## config.mk

```make
export PLATFORM = sky130hd
export DESIGN_NAME = cpsr_flags_unit
export DESIGN_NICKNAME = d
export VERILOG_FILES = /design/src/rtl/cpsr_flags_unit_pkg.sv /design/src/rtl/cpsr_flags_unit_inflight_counter.sv /design/src/rtl/cpsr_flags_unit.sv
export SDC_FILE = /design/constraint.sdc
export NUM_CORES = 1
export LEC_CHECK = 0
export BUFFER_PORTS_ARGS = -buffer_cell sky130_fd_sc_hd__buf_4
export CORE_MARGIN = 2
export CORE_UTILIZATION = 39
export DETAILED_ROUTE_END_ITERATION = 7
export PLACE_DENSITY = 0.77
export REMOVE_ABC_BUFFERS = 1
export SETUP_SLACK_MARGIN = 0.3
export SLEW_MARGIN = 10
export SYNTH_ARGS = -nofsm -noshare
export SYNTH_HDL_FRONTEND = slang
export SYNTH_SLANG_ARGS = --single-unit
```

## constraint.sdc

```tcl
create_clock -name clk -period 1.8 [get_ports clk]
set_input_delay 0.36 -clock clk [delete_from_list [all_inputs] [get_ports clk]]
set_output_delay 0.36 -clock clk [all_outputs]
set_load 0.01 [all_outputs]
```

## src/rtl/cpsr_flags_unit_pkg.sv

```systemverilog
// Shared definitions for the NZCV flag path: flag bit positions, condition codes
// and small helpers used by both the flags unit and the conditional evaluator.
package cpsr_flags_unit_pkg;

  localparam int unsigned FLAGS_W = 4;
  localparam int unsigned CNT_W   = 3;

  localparam int unsigned FLAG_N = 3;
  localparam int unsigned FLAG_Z = 2;
  localparam int unsigned FLAG_C = 1;
  localparam int unsigned FLAG_V = 0;

  typedef logic [FLAGS_W-1:0] nzcv_t;

  localparam logic [3:0] COND_EQ = 4'h0;
  localparam logic [3:0] COND_NE = 4'h1;
  localparam logic [3:0] COND_CS = 4'h2;
  localparam logic [3:0] COND_CC = 4'h3;
  localparam logic [3:0] COND_MI = 4'h4;
  localparam logic [3:0] COND_PL = 4'h5;
  localparam logic [3:0] COND_VS = 4'h6;
  localparam logic [3:0] COND_VC = 4'h7;
  localparam logic [3:0] COND_HI = 4'h8;
  localparam logic [3:0] COND_LS = 4'h9;
  localparam logic [3:0] COND_GE = 4'hA;
  localparam logic [3:0] COND_LT = 4'hB;
  localparam logic [3:0] COND_GT = 4'hC;
  localparam logic [3:0] COND_LE = 4'hD;
  localparam logic [3:0] COND_AL = 4'hE;
  localparam logic [3:0] COND_NV = 4'hF;

  // Per-flag masked write: mask bit 0 keeps the current flag.
  function automatic nzcv_t merge_flags(nzcv_t cur, nzcv_t val, nzcv_t mask);
    return (cur & ~mask) | (val & mask);
  endfunction

  function automatic logic cond_passed(logic [3:0] cond, nzcv_t f);
    logic res;
    res = 1'b0;
    unique case (cond)
      COND_EQ: res = f[FLAG_Z];
      COND_NE: res = ~f[FLAG_Z];
      COND_CS: res = f[FLAG_C];
      COND_CC: res = ~f[FLAG_C];
      COND_MI: res = f[FLAG_N];
      COND_PL: res = ~f[FLAG_N];
      COND_VS: res = f[FLAG_V];
      COND_VC: res = ~f[FLAG_V];
      COND_HI: res = f[FLAG_C] & ~f[FLAG_Z];
      COND_LS: res = ~f[FLAG_C] | f[FLAG_Z];
      COND_GE: res = (f[FLAG_N] == f[FLAG_V]);
      COND_LT: res = (f[FLAG_N] != f[FLAG_V]);
      COND_GT: res = ~f[FLAG_Z] & (f[FLAG_N] == f[FLAG_V]);
      COND_LE: res = f[FLAG_Z] | (f[FLAG_N] != f[FLAG_V]);
      COND_AL: res = 1'b1;
      COND_NV: res = 1'b0;
      default: res = 1'b0;
    endcase
    return res;
  endfunction

endpackage

```

## src/rtl/cpsr_flags_unit_inflight_counter.sv

```systemverilog
// Counts flag-setting instructions between issue and writeback; saturates at
// MAX_INFLIGHT, clears on flush and reports writebacks that find nothing pending.
module cpsr_flags_unit_inflight_counter
  import cpsr_flags_unit_pkg::*;
#(
  parameter int unsigned MAX_INFLIGHT = 3
) (
  input  logic             clk,
  input  logic             rst,
  input  logic             inc,
  input  logic             wb_valid,
  input  logic             flush,
  output logic [CNT_W-1:0] cnt,
  output logic             full,
  output logic             underflow
);

  if (MAX_INFLIGHT < 1 || MAX_INFLIGHT > 7) begin : g_bad_param
    $error("MAX_INFLIGHT must be in 1..7");
  end

  localparam logic [CNT_W-1:0] MaxCnt = CNT_W'(MAX_INFLIGHT);

  logic [CNT_W-1:0] cnt_q, cnt_d;
  logic             dec;
  logic             inc_ok;

  assign full      = (cnt_q >= MaxCnt);
  assign dec       = wb_valid & (cnt_q != '0);
  assign underflow = wb_valid & (cnt_q == '0);
  // A same-cycle retire frees the slot, so a full counter may still accept.
  assign inc_ok    = inc & (~full | dec);

  always_comb begin
    cnt_d = cnt_q;
    if (flush) begin
      cnt_d = '0;
    end else if (inc_ok && !dec) begin
      cnt_d = cnt_q + CNT_W'(1);
    end else if (dec && !inc_ok) begin
      cnt_d = cnt_q - CNT_W'(1);
    end
  end

  always_ff @(posedge clk) begin
    if (rst) begin
      cnt_q <= '0;
    end else begin
      cnt_q <= cnt_d;
    end
  end

  assign cnt = cnt_q;

endmodule

```

## src/rtl/cpsr_flags_unit.sv

```systemverilog
// Architectural NZCV flag owner: tracks in-flight flag writers, applies masked
// writebacks and MSR writes, and presents flags plus a trust bit to the evaluator.
module cpsr_flags_unit
  import cpsr_flags_unit_pkg::*;
#(
  parameter int unsigned MAX_INFLIGHT = 3,
  parameter bit          BYPASS       = 1'b1
) (
  input  logic               clk,
  input  logic               rst,
  input  logic               in_issue_valid,
  input  logic               in_issue_sets_flags,
  output logic               out_issue_ready,
  input  logic               in_wb_valid,
  input  logic [FLAGS_W-1:0] in_wb_nzcv,
  input  logic [FLAGS_W-1:0] in_wb_mask,
  input  logic               in_msr_we,
  input  logic [FLAGS_W-1:0] in_msr_nzcv,
  output logic               out_msr_ready,
  input  logic               in_flush,
  output logic [FLAGS_W-1:0] out_cpsr,
  output logic               out_flags_valid,
  output logic [2:0]         out_inflight,
  output logic               out_protocol_err
);

  nzcv_t            flags_q, flags_d;
  nzcv_t            wb_merged;
  logic             err_q, err_d;
  logic [CNT_W-1:0] cnt_q;
  logic             cnt_full;
  logic             underflow;
  logic             inc;

  assign out_issue_ready = ~cnt_full | in_wb_valid;
  assign inc             = in_issue_valid & in_issue_sets_flags & out_issue_ready;

  cpsr_flags_unit_inflight_counter #(
    .MAX_INFLIGHT(MAX_INFLIGHT)
  ) u_inflight_counter (
    .clk      (clk),
    .rst      (rst),
    .inc      (inc),
    .wb_valid (in_wb_valid),
    .flush    (in_flush),
    .cnt      (cnt_q),
    .full     (cnt_full),
    .underflow(underflow)
  );

  assign wb_merged     = merge_flags(flags_q, in_wb_nzcv, in_wb_mask);
  // MSR only lands when nothing older can still overwrite the flags.
  assign out_msr_ready = (cnt_q == '0) & ~in_wb_valid & ~in_flush;

  always_comb begin
    flags_d = flags_q;
    if (in_wb_valid) begin
      flags_d = wb_merged;
    end else if (in_msr_we && out_msr_ready) begin
      flags_d = in_msr_nzcv;
    end
  end

  assign err_d = err_q | underflow;

  always_ff @(posedge clk) begin
    if (rst) begin
      flags_q <= '0;
      err_q   <= 1'b0;
    end else begin
      flags_q <= flags_d;
      err_q   <= err_d;
    end
  end

  always_comb begin
    out_cpsr = flags_q;
    if (BYPASS && in_wb_valid) begin
      out_cpsr = wb_merged;
    end
  end

  always_comb begin
    out_flags_valid = (cnt_q == '0);
    if (BYPASS && in_wb_valid && (cnt_q == CNT_W'(1))) begin
      out_flags_valid = 1'b1;
    end
  end

  assign out_inflight     = cnt_q;
  assign out_protocol_err = err_q;

endmodule

```

# Word level (Yosys, flattened, before mapping)
# Cells that the tools add are included.
# op_classes
eq_ne	1
n_bitwise	17
n_lt_le_gt_ge	1
n_reduce_logical	11
muxes	6
addsub	2
# op_table
op	n
2-to-1 mux 4 bit	3
AND 4 bit	2
AND 1 bit	7
2-to-1 mux 3 bit	2
logical AND 1 bit	4
NOT 4 bit	1
bitwise OR 4 bit	1
nonzero test 2 bit	2
adder 3 x 1 -> 3 bit (second input constant)	1
equality test 3 x 1 -> 1 bit (second input constant)	1
greater-or-equal comparator 3 x 2 -> 1 bit (second input constant)	1
zero test 3 bit	1
NOT 1 bit	3
bitwise OR 1 bit	3
nonzero test 3 bit	1
subtractor 3 x 1 -> 3 bit (second input constant)	1
zero test 1 bit	2
OR reduction 2 bit	1
2-to-1 mux 1 bit	1
# totals
out_inout_bits	11
register_bits	8
inputBits	19
word_cells	41

# Logic depth before layout (Yosys ltp)
# Gate-level depths: netlist (run 1).
# depth
depth_word	9
mapped_depth	9

# Hierarchy
# From an unflattened synthesis (run 1), not the netlist that was laid out.
# unflattened
cells_unflattened	63
hier_area_um2	544.3
# modules_own_cells
module	n_inst	area_each_um2	seq_area_each_um2	cells_per_inst
cpsr_flags_unit	1	359.1	100.1	44
cpsr_flags_unit_inflight_counter	1	185.2	60.1	19

# Worst setup path after synthesis (run 1)
# No wires, ideal clock.
# synth_timing
path_kind	register to register
start	reg u_inflight_counter.cnt_q[2] (netlist: u_inflight_counter.cnt[2])
end	reg u_inflight_counter.cnt_q[2] (netlist: u_inflight_counter.cnt[2])
arrival_ns	1.827
path_slack_ns	-0.131
t_required_ns	1.697
period_less_slack_ns	1.931
path_stages_with_launch	9
cell_sequence	dfxtp_1 -> inv_1 -> ha_1 -> nor2_1 -> o21ai_0 -> a21oi_1 -> ha_1 -> o21bai_1 -> a2111oi_2
# synth_between
elab_chain_cells	8
elab_cells_between_ends	17
cone_classes	2 x add/sub; 1 x order compare; 2 x mux; 6 x bitwise; 6 x reduce/logical
# synth_lines
item	line	rtl
from (decl)	cpsr_flags_unit_inflight_counter.sv:24	logic [CNT_W-1:0] cnt_q, cnt_d;
from (signal assigned)	cpsr_flags_unit_inflight_counter.sv:49	cnt_q <= cnt_d;
greater-or-equal comparator 3 x 2 -> 1 bit	cpsr_flags_unit_inflight_counter.sv:28	assign full = (cnt_q >= MaxCnt);
NOT 1 bit	cpsr_flags_unit_inflight_counter.sv:32, cpsr_flags_unit.sv:35	
bitwise OR 1 bit	cpsr_flags_unit.sv:35	assign out_issue_ready = ~cnt_full | in_wb_valid;
AND 1 bit	cpsr_flags_unit.sv:36	assign inc = in_issue_valid & in_issue_sets_flags & out_issue_ready;
AND 1 bit	cpsr_flags_unit_inflight_counter.sv:32	assign inc_ok = inc & (~full | dec);
zero test 1 bit	cpsr_flags_unit_inflight_counter.sv:40	end else if (dec && !inc_ok) begin
logical AND 1 bit	cpsr_flags_unit_inflight_counter.sv:40	
nonzero test 2 bit (no line)	n/a	
# Parallel ways exist; a longest one is shown, timed or not. The select of a mux whose other input is x is not followed.
# A chain may end at the register's enable or synchronous reset.

# Worst setup path after layout (run 1)
# layout_timing
start	reg u_inflight_counter.cnt_q[0] (netlist: u_inflight_counter.cnt[0])
end	reg u_inflight_counter.cnt_q[2] (netlist: u_inflight_counter.cnt[2])
# Same word-level chain as after synthesis.

==> results of run 1 <==
-- registers in the layout (all words and copies together) (netlist names) --
register	count
out_protocol_err	1
flags_q	4
u_inflight_counter.cnt	3
-- cells in the mapped netlist, types with 2 or more instances --
cell type / n / area [sq um]
nor2_1: 7 / 26.3
inv_1: 3 / 11.3
nand2b_1: 2 / 12.5
nand2_1: 11 / 41.3
buf_2: 2 / 10.0
mux2i_1: 5 / 50.1
dfxtp_1: 8 / 160
nor3_1: 3 / 15.0
o311a_1: 4 / 40.0
mux2_1: 4 / 45.0
a21oi_1: 7 / 35.0
ha_1: 6 / 75.1
-- layer usage --
| layer | track usage (%) | up-vias | wire, um |
|---|---|---|---|
| met5 | 0 | - | 0 |
| met4 | 7.27 | 0 | 27 |
| met3 | 7.66 | 2 | 118 |
| met2 | 38.5 | 24 | 1050 |
| met1 | 21.2 | 325 | 728 |
| li1 | - | 342 | - |
-- logic make-up (layout without fill, tap and decap cells) --
logic type | after synthesis | count (layout)
flip-flops | 8 | 8
AO/OA/AOI/OAI | 15 | 15
multiplexers | 9 | 9
XOR/XNOR | 2 | 2
buffers and inverters | 7 | 51
adder cells (fa/ha/maj) | 6 | 6
AND/OR/NAND/NOR | 25 | 25
-- placed cells by master (no fill, tap or decap), types with 2 or more instances in the layout --
cell type,Yosys,routed
inv_1,3,2
ha_2,0,2
a21oi_1,7,5
o311a_1,4,4
mux2i_1,5,5
nor3_1,3,2
nand2_2,0,2
nand2b_1,2,2
buf_4,1,42
ha_4,0,3
nor2_1,7,6
buf_6,0,2
nand2_1,11,9
clkbuf_4,0,3
dfxtp_1,8,6
mux2_1,4,3
-- stage by stage --
stage	instances	power [W]
2_1_floorplan	68	0.000322
3_3_place_gp	124	0.000446
3_5_place_dp	124	0.000452
4_1_cts	130	0.000639
5_1_grt	132	0.000711
6_report	132	0.000664
-- power by group --
group,total [W],switching (W),internal (W)
Sequential,0.000208,0.0000141,0.000194
Clock,0.000137,0.0000609,0.0000763
Combinational,0.000318,0.000141,0.000178
-- worst max path at each step --
stage | to | slack (ns)
after detailed placement | u_inflight_counter.cnt[2] | -0.13
after global routing | u_inflight_counter.cnt[2] | -0.13
after CTS | u_inflight_counter.cnt[2] | -0.01
final | u_inflight_counter.cnt[2] | -0.1
after floorplan | u_inflight_counter.cnt[2] | -0.13
after global placement | u_inflight_counter.cnt[2] | -0.06
-- critical path, cell delays in order (launching register included) --
cell       delay (ns)
dfxtp_4          0.36
ha_4             0.16
ha_4             0.16
nor2_4           0.10
o21ai_2          0.11
a21oi_4          0.19
ha_4             0.22
o21bai_4         0.17
a2111oi_4        0.31
-- final cells by class --
| cell class | instances | area (sq um) |
|---|---|---|
| multi-input combinational | 57 | 515 |
| inverter | 3 | 11.3 |
| clock buffer | 3 | 22.5 |
| fill | 101 | 384 |
| tap | 16 | 20.0 |
| timing repair buffer | 45 | 353 |
| sequential | 8 | 165 |
-- what timing repair did --
| item | in CTS | in global routing |
|---|---|---|
| setup endpoints to repair | 7 | 8 |
| setup buffers | 3 | 2 |
| resized for setup | 17 | 12 |
| pin swaps | 6 | 6 |
==> flow_metrics.py, run 1 <==
metrics = {
    "outcome": {
        "status": "finished with violations",
        "failed_checks": "setup timing",
    },
    "die": {
        "dieHeight_um": 43.3,
        "row_count": 14,
        "die_area_sq_um": 1870,
        "pin_count": 30,
        "die_w_um": 43.3,
        "start_util_pct": 40.9,
        "fp.coreArea_sq_um": 1470,
    },
    "run": {
        "drv_cap": 0,
    },
    "yosys": {
        "synth_compound_area_share_pct": 18.1,
        "yosys.area_share.simple_pct": 18.7,
        "synth_edf_count": 0,
        "yosys_warnings": 0,
        "synth-seq-area-share_pct": 26.6,
        "synth_xor_area_share_pct": 2.91,
        "muxShareOfSynthArea_pct": 15.8,
        "async_flop_share_pct": 0,
        "yosysUniqueCellTypes": 22,
        "ys_ff_latch": 8,
        "netlist_area_sq_um": 602,
        "netlist_instances": 72,
        "synth-main-ff-cell": "dfxtp_1",
        "synth_top_family_by_area": "simple AND/OR/NAND/NOR gates",
        "avgSynthCellArea_sq_um": 8.36,
        "synthAdderAreaFrac_pct": 12.5,
    },
    "clocking": {
        "clk_pin_slew_ns": 0.06,
        "clock-sinks": 8,
        "clk_latency_ns": 0.25,
        "cts_tree": "done",
        "cts_buffers": 3,
        "htreeDepth": 1,
        "postCtsHoldBufs": 0,
        "root_buffer": "clkbuf_4",
        "ctsLongestPathBuffers": 2,
    },
    "critical_path": {
        "critPathKind": "reg2reg",
        "crit_path_end_kind": "flip-flop",
        "worst_ep_arrival_time_ns": 2.04,
        "r2r-start": "u_inflight_counter.cnt[0]",
        "critical_path_required_ns": 1.94,
        "r2r_slack_ns": -0.1,
        "crit_fanout": 4,
        "r2r-end": "u_inflight_counter.cnt[2]",
        "reg2reg_depth": 8,
        "cp-start-kind": "flip-flop",
        "startpoint": "u_inflight_counter.cnt[0]",
    },
    "timing": {
        "max_freq_mhz": 527,
        "slew_viol_final": 0,
        "slew_headroom_pct": 81.6,
        "layout_min_cycle_time_ns": 1.90,
        "setup_slack_ns": -0.0993,
        "setup_violations": 2,
        "whs_ns": 0.335,
        "tightest_slew_ns": 0.276,
        "tns_ns": -0.130,
        "finalCritPeriodShare_pct": 106,
        "final-hold-violation-count": 0,
        "finalClockSkew_ns": 0.00878,
        "rsz0062_at_grt": "yes",
    },
    "detailed_routing": {
        "drt_wl_total_um": 1920,
        "wl_per_cell_um": 14.6,
        "vias_per_cell": 5.25,
        "first_pass_iters": 5,
        "drc": 0,
        "ant_nets": 0,
        "drt_iter0_drc": 12,
        "num_vias": 693,
    },
    "grt": {
        "grt_max_degree": 16,
        "grt-ovfl-total": 0,
        "antenna_found_initial": 0,
        "grt_first_pass_wirelength_um": 2860,
        "grt_pass1_vias": 669,
        "grt.total_usage_pct": 20.9,
    },
    "final_layout": {
        "postLayoutCoreUtil_pct": 73.9,
        "antennaDiodeCount": 0,
        "area_growth_pct": 80.7,
        "drive_gt1_share_pct": 56.9,
        "stdcell_area_sq_um": 1090,
        "nNetsFinal": 143,
    },
    "power": {
        "p_leak_nw": 0.503,
        "ir_drop_mv": 0.474,
        "p_per_area_nw_per_um2": 611,
    },
    "min_path": {
        "worstHoldEndpoint": "u_inflight_counter.cnt[0]",
        "worstHoldStart": "in_flush",
        "hold_path_depth": 2,
        "hold_path_class": "in2reg",
    },
    "placed_design": {
        "dpl.hpwl_um": 1160,
        "postPlaceCellArea_sq_um": 901,
        "pre_cts_ws_ns": -0.133,
        "port_buffers": 29,
        "gp_congestion": 0.819,
    },
}
No activity file was read; power rests on OpenSTA's default activity.
==> run 2, diff against run 1 <==
- PLACE_DENSITY: 0.77 -> 0.73
==> run 2 against run 1 <==
The flow now finishes without violations. Clock skew shrank 0.0019 ns. Cell area shrank 1.0%. Combinational power shrank 2%. Non-clock buffer count is the same. Sequential share of layout area grew 0.16 points. Flip-flop and latch count is the same. Clock power grew 7%. Highest routed layer unchanged.
==> flow_metrics.py, run 2 (synthesis results as in run 1) <==
metrics = {
    "die": {
        "dieHeight_um": 43.3,
        "start_util_pct": 40.9,
        "die_area_sq_um": 1870,
        "row_count": 14,
        "pin_count": 30,
        "fp.coreArea_sq_um": 1470,
        "die_w_um": 43.3,
    },
    "final_layout": {
        "nNetsFinal": 143,
        "final_cell_count_no_fill": 132,
        "final-seq-area_sq_um": 165,
        "antennaDiodeCount": 0,
        "layout_common_cells": "42 x buf_4, 9 x nand2_1, 6 x nor2_1, 6 x dfxtp_1",
        "largest_reg_flops": 4,
        "top_register": "flags_q",
        "fill_cells": 124,
        "mostFrequentLayoutCell": "buf_4",
        "area_growth_pct": 78.8,
        "drive_gt1_share_pct": 56.0,
        "postLayoutCoreUtil_pct": 73.1,
        "multi_input_area_sq_um": 508,
    },
    "critical_path": {
        "r2r-end": "u_inflight_counter.cnt[2]",
        "cp-start-kind": "flip-flop",
        "endpoint": "u_inflight_counter.cnt[2]",
        "startpoint": "u_inflight_counter.cnt[0]",
        "worst_ep_arrival_time_ns": 1.94,
        "crit_slowest_cell": "dfxtp_2",
        "max_stage_delay_ns": 0.37,
        "worstSetupPathDepth": 8,
        "crit_fanout": 3,
        "r2r_slack_ns": 0.01,
        "path_cells": "inv_2 > ha_2 > nand2b_1 > nand2_2 > a21oi_2 > ha_4 > o21bai_4 > a2111oi_4",
        "r2r-start": "u_inflight_counter.cnt[0]",
        "cp_num_buf_inv": 1,
        "reg2reg_depth": 8,
        "crit_family": "compound AO/OA/AOI/OAI gates",
        "crit_path_end_kind": "flip-flop",
        "critPathKind": "reg2reg",
        "critical_path_required_ns": 1.95,
    },
    "power": {
        "ir_drop_mv": 0.374,
        "power_w": 0.000665,
        "p_per_area_nw_per_um2": 618,
        "p_leak_nw": 0.507,
    },
    "clocking": {
        "htreeDepth": 1,
        "clk_latency_ns": 0.26,
        "postCtsHoldBufs": 0,
        "clock-sinks": 8,
        "cts_buffers": 3,
        "root_buffer": "clkbuf_4",
        "cts_tree": "done",
        "ctsLongestPathBuffers": 2,
        "clk_pin_slew_ns": 0.06,
    },
    "grt": {
        "antenna_found_initial": 0,
        "grt_max_degree": 13,
        "grt-ovfl-total": 0,
        "grt.total_usage_pct": 21.1,
        "grt_pass1_vias": 673,
        "grt_first_pass_wirelength_um": 2900,
    },
    "detailed_routing": {
        "drc": 0,
        "vias_per_cell": 5.39,
        "first_pass_iters": 4,
        "wl_per_cell_um": 14.9,
        "ant_nets": 0,
        "drt_wl_total_um": 1970,
        "drt_iter0_drc": 21,
        "num_vias": 712,
    },
    "placed_design": {
        "dpl.hpwl_um": 1290,
        "dp_cells": 126,
        "gp_congestion": 0.749,
        "port_buffers": 29,
        "pre_cts_ws_ns": -0.179,
    },
    "timing": {
        "finalCritPeriodShare_pct": 99.2,
        "finalClockSkew_ns": 0.00684,
        "slew_viol_final": 0,
        "setup_violations": 0,
        "rsz0062_at_grt": "yes",
        "final-hold-violation-count": 0,
        "layout_min_cycle_time_ns": 1.79,
        "slew_headroom_pct": 83.8,
        "tightest_slew_ns": 0.239,
        "setup_slack_ns": 0.0136,
        "tns_ns": 0,
        "max_freq_mhz": 560,
    },
    "run": {
        "drv_cap": 0,
    },
    "outcome": {
        "status": "complete, no violations",
    },
    "min_path": {
        "hold_path_class": "in2reg",
    },
}
==> run 2: per-stage QoR <==
step / hold WS [ns] / instance area (sq um)
global route: 0.337 / 1080
finish: 0.342 / 1080
CTS: 0.334 / 1040
global placement: 0.450 / 916
floorplan: 0.429 / 581
detailed placement: 0.465 / 916
==> run 2: timing repair <==
action	4_1_cts	5_1_grt
gates resized for setup	17	9
pin swaps	7	6
cloned	0	0
setup buffers	3	0
endpoints found under the setup margin	11	11
==> run 2: area by class of cell <==
type / count / share of cell area, %
repair buffers: 45 / 32.4
well taps: 16 / 1.86
clock buffers: 3 / 2.09
multi-input cells: 57 / 47.2
flip-flops and latches: 8 / 15.3
inverters: 3 / 1.05
==> run 2: worst min-delay path by stage <==
stage,cells past startpoint,slack [ns],start,endpoint
after floorplan,1,0.43,rst,u_inflight_counter.cnt[2]
after global placement,2,0.45,out_protocol_err,out_protocol_err
after detailed placement,2,0.47,out_protocol_err,out_protocol_err
after CTS,2,0.33,in_flush,u_inflight_counter.cnt[2]
after global routing,2,0.34,in_flush,u_inflight_counter.cnt[2]
final,2,0.34,in_flush,u_inflight_counter.cnt[0]
==> run 2: routing by layer <==
| metal | track usage, % | vias to the layer above | wire [um] |
|---|---|---|---|
| met1 | 24.9 | 336 | 730 |
| met3 | 4.26 | 4 | 122 |
| li1 | - | 344 | - |
| met4 | 10.9 | 0 | 21 |
| met2 | 35.5 | 28 | 1100 |
| met5 | 0 | - | 0 |
==> run 2: worst register-to-register path, cell delays in order (launching register included) <==
cell and delay (ns):
dfxtp_2 0.37, inv_2 0.05, ha_2 0.19, nand2b_1 0.11
nand2_2 0.10, a21oi_2 0.19, ha_4 0.23, o21bai_4 0.17
a2111oi_4 0.28
==> run 2: report_power, final <==
| group | internal, W | switching (W) |
|---|---|---|
| combinational | 0.000173 | 0.000138 |
| clock | 0.0000768 | 0.0000698 |
| sequential | 0.000194 | 0.0000131 |
==> run 3, diff against run 2 <==
- CORE_UTILIZATION: 39 -> 43
- PLACE_DENSITY: 0.73 -> 0.76
- clock period: 1.8 -> 1.9 ns (I/O delays scaled with it)
==> run 3 against run 2 <==
Utilization rose by 6.8 points. First-iteration DRC count is the same. Clock-buffer cell count did not move. Final cell count is 6.1% lower. Flip-flop and latch count did not move. Non-clock buffer count down 7.
==> flow_metrics.py, run 3 (synthesis results as in run 1) <==
metrics = {
    "critical_path": {
        "worst_ep_arrival_time_ns": 2.04,
        "r2r-end": "u_inflight_counter.cnt[2]",
        "path_cells": "ha_4 > ha_4 > nor2_4 > o21ai_2 > a21oi_2 > ha_4 > o21bai_4 > a2111oi_4",
        "crit_path_end_kind": "flip-flop",
        "r2r_slack_ns": 0.02,
        "r2r-start": "u_inflight_counter.cnt[1]",
        "max_stage_delay_ns": 0.38,
        "cp-start-kind": "flip-flop",
        "crit_fanout": 3,
        "endpoint": "u_inflight_counter.cnt[2]",
        "startpoint": "u_inflight_counter.cnt[1]",
        "reg2reg_depth": 8,
        "critPathKind": "reg2reg",
        "crit_slowest_cell": "a2111oi_4",
        "crit_top_cell": "ha_4",
        "critical_path_required_ns": 2.06,
    },
    "final_layout": {
        "largest_reg_flops": 4,
        "nNetsFinal": 136,
        "multi_input_area_sq_um": 519,
        "drive_gt1_share_pct": 55.0,
        "layout_common_cells": "34 x buf_4, 10 x nand2_1, 6 x nor2_1, 6 x dfxtp_1, 5 x mux2i_1",
        "mostFrequentLayoutCell": "buf_4",
        "antennaDiodeCount": 0,
        "stdcell_area_sq_um": 1040,
        "top_register": "flags_q",
        "final_cell_count_no_fill": 124,
        "fill_cells": 86,
        "area_growth_pct": 72.8,
        "final-seq-area_sq_um": 168,
    },
    "die": {
        "die_w_um": 41.4,
        "fp.coreArea_sq_um": 1300,
        "dieHeight_um": 41.4,
        "die_area_sq_um": 1710,
        "start_util_pct": 46.2,
        "row_count": 13,
        "pin_count": 30,
    },
    "timing": {
        "slew_viol_final": 0,
        "tns_ns": 0,
        "max_freq_mhz": 531,
        "setup_violations": 0,
        "finalClockSkew_ns": 0.0100,
        "finalCritPeriodShare_pct": 99.2,
        "slew_headroom_pct": 80.8,
        "layout_min_cycle_time_ns": 1.88,
        "tightest_slew_ns": 0.287,
        "rsz0062_at_grt": "yes",
        "final-hold-violation-count": 0,
        "whs_ns": 0.356,
    },
    "detailed_routing": {
        "drc": 0,
        "drt_wl_total_um": 1820,
        "vias_per_cell": 5.29,
        "first_pass_iters": 4,
        "num_vias": 656,
        "wl_per_cell_um": 14.7,
        "drt_iter0_drc": 21,
        "ant_nets": 0,
    },
    "grt": {
        "grt_max_degree": 22,
        "grt_first_pass_wirelength_um": 2540,
        "grt_pass1_vias": 618,
        "grt-ovfl-total": 0,
        "antenna_found_initial": 0,
        "grt.total_usage_pct": 19.1,
    },
    "power": {
        "p_per_area_nw_per_um2": 601,
        "ir_drop_mv": 0.400,
        "p_leak_nw": 0.475,
        "power_w": 0.000625,
    },
    "run": {
        "drv_cap": 0,
    },
    "placed_design": {
        "dp_cells": 118,
        "postPlaceCellArea_sq_um": 862,
        "port_buffers": 29,
        "dpl.hpwl_um": 1120,
        "gp_congestion": 0.802,
    },
    "clocking": {
        "cts_buffers": 3,
        "ctsLongestPathBuffers": 2,
        "htreeDepth": 1,
        "clock-sinks": 8,
        "clk_pin_slew_ns": 0.06,
        "root_buffer": "clkbuf_4",
        "clk_latency_ns": 0.27,
        "cts_tree": "done",
    },
    "outcome": {
        "status": "complete, no violations",
    },
    "min_path": {
        "hold_path_class": "in2reg",
        "hold_path_depth": 2,
    },
}
## run 3: worst max-delay path: cells and delay by family (launching register included)
family	cells	cell delay (ns)
flip-flops	1	0.36
AND/OR/NAND/NOR	1	0.09
adder cells (fa/ha/maj)	3	0.53
AO/OA/AOI/OAI	4	0.80
## run 3: layer usage
layer	GRT usage, %	wire, um	up-vias
met5	0	0	-
met4	7.74	34	0
met3	9.13	94	4
met2	31.6	944	20
met1	20.7	749	301
li1	-	-	331
## run 3: worst min path at each step
stage	start	to	slack (ns)
finish	in_flush	u_inflight_counter.cnt[0]	0.36
global route	in_flush	u_inflight_counter.cnt[0]	0.35
CTS	in_flush	u_inflight_counter.cnt[1]	0.34
detailed placement	out_protocol_err	out_protocol_err	0.47
global placement	out_protocol_err	out_protocol_err	0.45
floorplan	rst	u_inflight_counter.cnt[2]	0.45
## run 3: through the flow
stage | setup WS [ns] | util (%)
after floorplan | -0.0306 | -
after global placement | 0.0549 | 66.3
after detailed placement | -0.0490 | 66.3
after CTS | 0.0980 | 73.4
after global routing | -0.0690 | 79.9
final | 0.0152 | 79.9
## run 3: layout make-up
type | instances | share of cell area (%)
flip-flops and latches | 8 | 16.1
multi-input cells | 57 | 49.9
well taps | 15 | 1.81
repair buffers | 38 | 28.9
clock buffers | 3 | 2.17
inverters | 3 | 1.08
## run 3: what timing repair did
action	in CTS	in global routing
pin swaps	4	6
buffers inserted	3	0
gates resized for setup	13	17
endpoints found under the setup margin	6	6
endpoints found under the hold margin	0	0
hold buffers	0	0
## run 3: report_power, final
part	leakage, nW	internal (W)	total [W]	switching (W)
Sequential	0.0676	0.000183	0.000196	0.0000129
Combinational	0.394	0.000159	0.000291	0.000132
Clock	0.0138	0.0000728	0.000138	0.0000651
